$ cat src/rtl/add_feeder.sv
// Operand-pair FIFO that feeds an external adder and registers its sum.
// The adder sits outside the block: op_a/op_b go out and add_y comes back combinationally.
module add_feeder #(
  parameter int DEPTH = 4,
  parameter int W     = 4
) (
  input  logic                     clk,
  input  logic                     rst_n,
  input  logic                     in_valid,
  output logic                     in_ready,
  input  logic [W-1:0]             in_a,
  input  logic [W-1:0]             in_b,
  output logic [W-1:0]             op_a,
  output logic [W-1:0]             op_b,
  input  logic [W:0]               add_y,
  output logic                     out_valid,
  input  logic                     out_ready,
  output logic [W:0]               out_y,
  output logic [$clog2(DEPTH):0]   count
);

  localparam int AW = $clog2(DEPTH);
  localparam logic [AW:0]   DEPTH_C = (AW+1)'(DEPTH);
  localparam logic [AW:0]   CNT_ONE = (AW+1)'(1);
  localparam logic [AW-1:0] PTR_ONE = AW'(1);

  logic [W-1:0]  a_mem [DEPTH];
  logic [W-1:0]  b_mem [DEPTH];

  logic [AW-1:0] wr_ptr_q, wr_ptr_d;
  logic [AW-1:0] rd_ptr_q, rd_ptr_d;
  logic [AW:0]   count_q,  count_d;
  logic          out_valid_q, out_valid_d;
  logic [W:0]    out_y_q,     out_y_d;

  logic push, pop, fifo_empty;

  assign fifo_empty = (count_q == '0);
  // Readiness comes from occupancy alone, so a full FIFO never passes through on out_ready.
  assign in_ready   = (count_q < DEPTH_C);
  assign push       = in_valid && in_ready;
  assign pop        = !fifo_empty && (!out_valid_q || out_ready);

  assign op_a      = fifo_empty ? '0 : a_mem[rd_ptr_q];
  assign op_b      = fifo_empty ? '0 : b_mem[rd_ptr_q];
  assign out_valid = out_valid_q;
  assign out_y     = out_y_q;
  assign count     = count_q;

  always_comb begin
    // NOTE: every signal gets a default first so no path leaves it unassigned (no latch).
    wr_ptr_d    = wr_ptr_q;
    rd_ptr_d    = rd_ptr_q;
    count_d     = count_q;
    out_valid_d = out_valid_q;
    out_y_d     = out_y_q;

    if (push) wr_ptr_d = wr_ptr_q + PTR_ONE;
    if (pop)  rd_ptr_d = rd_ptr_q + PTR_ONE;

    case ({push, pop})
      2'b10:   count_d = count_q + CNT_ONE;
      2'b01:   count_d = count_q - CNT_ONE;
      default: ;
    endcase

    if (pop) begin
      out_y_d     = add_y;
      out_valid_d = 1'b1;
    end else if (out_valid_q && out_ready) begin
      out_valid_d = 1'b0;
    end
  end

  // NOTE: sequential state uses non-blocking assignments so all registers update together.
  always_ff @(posedge clk or negedge rst_n) begin
    if (!rst_n) begin
      wr_ptr_q    <= '0;
      rd_ptr_q    <= '0;
      count_q     <= '0;
      out_valid_q <= 1'b0;
      out_y_q     <= '0;
    end else begin
      wr_ptr_q    <= wr_ptr_d;
      rd_ptr_q    <= rd_ptr_d;
      count_q     <= count_d;
      out_valid_q <= out_valid_d;
      out_y_q     <= out_y_d;
    end
  end

  // NOTE: storage is deliberately not reset; count_q gates every read, so stale entries are never visible.
  always_ff @(posedge clk) begin
    if (push) begin
      a_mem[wr_ptr_q] <= in_a;
      b_mem[wr_ptr_q] <= in_b;
    end
  end

endmodule
$ cat config.mk
export PLATFORM = sky130hd
export DESIGN_NAME = add_feeder
export DESIGN_NICKNAME = d
export VERILOG_FILES = /design/src/rtl/add_feeder.sv
export SDC_FILE = /design/constraint.sdc
export NUM_CORES = 1
export LEC_CHECK = 0
export BUFFER_PORTS_ARGS = -buffer_cell sky130_fd_sc_hd__buf_2
export CAP_MARGIN = 20
export CORE_MARGIN = 5
export CORE_UTILIZATION = 40
export CTS_CLUSTER_DIAMETER = 60
export DETAILED_ROUTE_END_ITERATION = 8
export SLEW_MARGIN = 20
export SYNTH_ARGS = -nofsm -noshare
export SYNTH_HDL_FRONTEND = slang
export SYNTH_SLANG_ARGS = --single-unit
$ cat constraint.sdc
create_clock -name clk -period 1.83 [get_ports clk]
set_clock_uncertainty 0.15 [all_clocks]
set_input_delay 0.366 -clock clk [delete_from_list [all_inputs] [get_ports clk]]
set_output_delay 0.366 -clock clk [all_outputs]
set_load 0.005 [all_outputs]
; ---- Word level (Yosys, flattened, before mapping)
; Memory sizes are Yosys's and may differ from the RTL's.
; Index checks and enable logic that the tools add are counted.
[word_totals]
n_memories = 2
reg_bits = 13
latchBits = 0
out_inout_bits = 18
elab_cells = 30
ram_bits = 32
rom_bits = 0
inputBits = 17
[memory_table]
columns = name, words, word_bits, rd, rd_ports_with_merged_regs, wr, line
row1 = a_mem, 4, 4, 1, 0, 1, 27  ; logic [W-1:0] a_mem [DEPTH];
row2 = b_mem, 4, 4, 1, 0, 1, 28  ; logic [W-1:0] b_mem [DEPTH];
[op_classes]
magnitude_cmp = 1
div_mod_pow = 0
n_mul = 0
eq_ne = 2
n_reduce_logical = 9
n_shift = 0
n_bitwise = 0
n_addsub = 4
mux = 7
[op_table]
columns = op, n
row1 = 4-bit 2-to-1 mux, 2
row2 = 3-bit one-hot mux with 2 select lines, 1
row3 = 2-bit by 1-bit adder with 2-bit output (second input constant), 2
row4 = 1-bit 2-to-1 mux, 4
row5 = 2-bit nonzero test, 2
row6 = 3-bit by 1-bit adder with 3-bit output (second input constant), 1
row7 = 1-bit logical AND, 3
row8 = 3-bit logical NOT, 1
row9 = 3-bit less-than comparator (second input constant), 1
row10 = 3-bit by 1-bit subtractor with 3-bit output (second input constant), 1
row11 = 2-bit by 1-bit == test with 1-bit output (second input constant), 1
row12 = 2-bit == test (second input constant), 1
row13 = 1-bit logical NOT, 2
row14 = 1-bit logical OR, 1

; ---- Depth between registers and ports, before layout
[logic_depth]
depth_word = 5
mapped_depth = 9
ltp_nobuf = 8

; ---- Worst setup path after synthesis
; Ideal clock, no wire load.
[synth_path]
kind = input to register
from = input out_ready
to = register count_q[2] (netlist: count[2])
setup_ns = 0.080
n_path_buf = 1
path_slack_ns = -0.122
required_ns = 1.600
path_stages = 9
arrival_time_ns = 1.722
path_cell_list = nand2b_1 -> nor2b_1 -> buf_6 -> ha_1 -> inv_1 -> fa_1 -> xor2_1 -> nor2_1 -> xnor2_1
[synth_via]
elab_chain_len = 4
word_cells_on_any_way = 6
cone_classes = 2 x eq/ne / 1 x mux / 3 x reduce/logical
[synth_rtl]
columns = element, line
row1 = from (decl), 17  ; input logic out_ready,
row2 = 1-bit logical OR *, 42  ; assign pop = !fifo_empty && (!out_valid_q || out_ready);
row3 = 1-bit logical AND *, 42
row4 = 2-bit by 1-bit == test with 1-bit output / 2-bit == test (equally long branches), 61  ; case ({push, pop})
row5 = 3-bit one-hot mux with 2 select lines / 2-bit nonzero test (equally long branches), --
row6 = to (signal assigned), 86  ; count_q <= count_d;
row7 = to (decl), 32  ; logic [AW:0] count_q, count_d;
; Every way passes the cells marked *; elsewhere a longest branch is shown, timed or not.
; A chain may end at the register's enable or synchronous reset.

; ---- Final worst setup path
[layout_path]
from = register rd_ptr_q[0]
to = output op_b[0]
[layout_via]
elab_chain_len = 2
[layout_rtl]
columns = element, line
row1 = from (decl), 31  ; logic [AW-1:0] rd_ptr_q, rd_ptr_d;
row2 = from (signal assigned), 85  ; rd_ptr_q <= rd_ptr_d;
row3 = memory read 4 x 4 bit, --
row4 = 4-bit 2-to-1 mux, 45  ; assign op_b = fifo_empty ? '0 : b_mem[rd_ptr_q];
row5 = to (decl), 14  ; output logic [W-1:0] op_b,
; Every way passes these cells.

==> summary.txt <==
Placed design
  • DP Worst Slack: -0.0587 ns
  • HPWL after detailed placement: 2.46 mm
  • DP Cell Count: 199
  • Placed Area: 0.00223 mm^2
  • PortBufs: 34
  • Routability Congestion: 0.713

Clock tree
  • Worst-path clk slew: 0.08 ns
  • CTS Sinks: 45
  • CTS tree: done
  • CTS H-Tree Depth: 2
  • CTS Buffer Depth: 2
  • Num CTS Buffers: 5
  • Clock Latency Late Sink: 0.29 ns
  • Root Driver: clkbuf_8
  • Post-CTS setup buffers: 0

Layout
  • Most frequent cells in the layout: buf_2 (34), edfxtp_1 (32), dfrtp_1 (13)
  • Footprint of the multi-input gates: 583 um^2
  • Nets: 176
  • Share of cells above drive strength 1: 48.7%
  • Final cell count without fillers: 208
  • Post-layout instance area: 0.00238 mm^2
  • Fillers: 380
  • Combined flip-flop and latch cell area: 0.00129 mm^2
  • P&R area growth vs syn: 25.8%
  • Ant diodes: 0
  • Commonest non-fill, non-tap cell in the layout: buf_2

Logic synthesis
  • Largest family of logic cells by synthesized area: multiplexers
  • Adder-cell share of the synthesized area: 4.37%
  • Compound-Gate Fraction of Synth Area: 0.265%
  • Synthesized area: 0.00189 mm^2
  • Warnings, synthesis: 0
  • Simple-gate share of the synthesized area: 6.96%
  • Synth cell types: 23
  • Synthesized flop and latch total: 45
  • Sequential-to-total area share from yosys stat: 68.1%
  • Post-Syn Area per Cell: 18.2 um^2
  • XOR/XNOR share of the synthesized area: 2.78%
  • Cells after synthesis: 104
  • Synth Flop Type: edfxtp_1
  • FFs w/ async S/R, synth: 28.9%
  • Multiplexer area fraction after synthesis: 14.0%
  • Post-Syn Nets: 127
  • EDFF count, synth: 32

Timing
  • Setup Viol. Count Final: 8
  • Fin crit period: 2.10 ns
  • Final hold slack: 0.127 ns
  • Fmax achieved: 0.476 GHz
  • Final worst slack: -0.273 ns
  • RSZ-0062 raised after global routing: true
  • Final Hold Vio Count: 0
  • Worst-Margin Slew: 0.456 ns
  • Period utilisation layout: 115%
  • Max_slew headroom: 69.6%
  • Slew Limit Fails: 0

Floorplanning
  • Core area: 0.00466 mm^2
  • Starting density of the core: 40.5%
  • Die Y: 78.7 um
  • DIE WIDTH: 78.7 um
  • Io pins: 35
  • Full die area: 0.00619 mm^2
  • # rows: 25

Drt
  • Vias: 1,006
  • Top layer in use: met4
  • WL met2: 1.90 mm
  • Routed wire per std cell: 15.9 um
  • Pre-antenna DRT Iters: 4
  • Detail Route Antenna Nets: 0
  • Final wirelength: 3.32 mm
  • Length of routed wiring on met1: 1.23 mm
  • Routed wl met3: 115 um
  • Initial DRC Count: 76
  • DRC viols: 0
  • Via/cell ratio: 4.84

Power and ir drop
  • Peak supply drop: 854 uV
  • Tot Pwr: 3670 uW
  • Pwr per Cell Area: 1550 mW/mm^2
  • Static Leak: 0.000974 uW

Global routing
  • First-pass GRT wire length: 5.51 mm
  • Largest net degree at the start of global routing: 15
  • Vias in the first global route: 1,096
  • Initial antenna violation count: 0
  • GRT Overall Usage: 12.0%
  • Remaining Overflow, GRT: 0

Critical path
  • CP endpoint kind: output pin
  • Worst path required time: 1.31 ns
  • Crit Path Max Fanout: 6
  • Arrival @ worst endpoint: 1.59 ns
  • Critical path launch point type: flip-flop
  • Worst Path Class, Setup: reg2out

Run status
  • Failing checks: negative setup slack
  • Status: finished with violations

Hold path
  • HP Class: in2reg

Job
  • Max cap viols: 0
==> repair_timing <==
action,in CTS,in global routing
hold buffers,1,0
resized for setup,4,3
hold endpoints to repair,13,0
pin swaps,0,1
setup endpoints to repair,8,10
==> state kept, by name, indices dropped and copies added (netlist names) <==
name and flops:
rd_ptr_q 2, a_mem 16, out_valid 1, b_mem 16
count 3, wr_ptr_q 2, out_y 5
==> worst max-delay path: stages, from the launching register on <==
cell	delay, ns
dfrtp_1	0.39
buf_6	0.15
mux4_2	0.49
nor2b_4	0.14
buf_2	0.12
==> path summary, 6_finish.rpt <==
| check | startpoint | to | slack [ns] | depth (start not counted) |
|---|---|---|---|---|
| setup / recovery | rd_ptr_q[0] | op_b[0] | -0.27 | 4 |
| hold / removal | in_a[0] | a_mem[2][0] | 0.13 | 1 |
| setup reg to reg | count[2] | count[2] | 0.05 | 8 |
| hold reg to reg | out_y[0] | out_y[0] | 0.36 | 1 |
| max in group asynchronous | rst_n | out_y[2] | 0.97 | 2 |
| min in group asynchronous | rst_n | rd_ptr_q[1] | 0.33 | 2 |
==> routing by layer <==
metal	GRT usage (%)	up-vias
li1	-	468
met3	3.51	6
met4	5.77	0
met5	0	-
met2	21.9	20
met1	12.6	512
==> final cells by class <==
class                           count  area share [%]
Timing Repair Buffer               47            12.7
Multi-Input combinational cell     47            24.5
Tap cell                           54            2.84
Clock buffer                        5            2.90
Clock inverter                      3            1.74
Inverter                            7            1.11
Sequential cell                    45            54.1
==> synth_stat cells, drive strengths merged (2+ instances only) <==
cell	n	area (um^2)
and2	4	25.0
buf	3	30.0
clkbuf	2	8.75
dfrtp	13	325
edfxtp	32	961
ha	5	62.6
inv	7	26.3
mux2	5	75.1
mux4	8	180
nand2	2	7.51
nor2b	10	70.1
xnor2	3	26.3
xor2	3	26.3
==> metrics by stage <==
stage | TNS, ns | utilization (%)
floorplan | -0.0106 | -
global placement | 0 | 47.9
detailed placement | -0.0587 | 47.9
CTS | -2.24 | 50.8
global route | -2.75 | 51.0
finish | -2.07 | 51.0
==> cell families after synthesis <==
kind of cell | Yosys count
simple gates | 20
flops | 45
mux | 14
xor+xnor | 6
fa+ha+maj | 6
compound gates | 1
buf+inv | 12
==> power breakdown <==
part | internal, uW | leakage, uW | switching (uW) | total, uW
logic | 838 | 0.000482 | 610 | 1450
registers | 1330 | 0.000440 | 170 | 1500
clock network | 402 | 0.0000518 | 320 | 721
(Power assumes the default switching activity.)
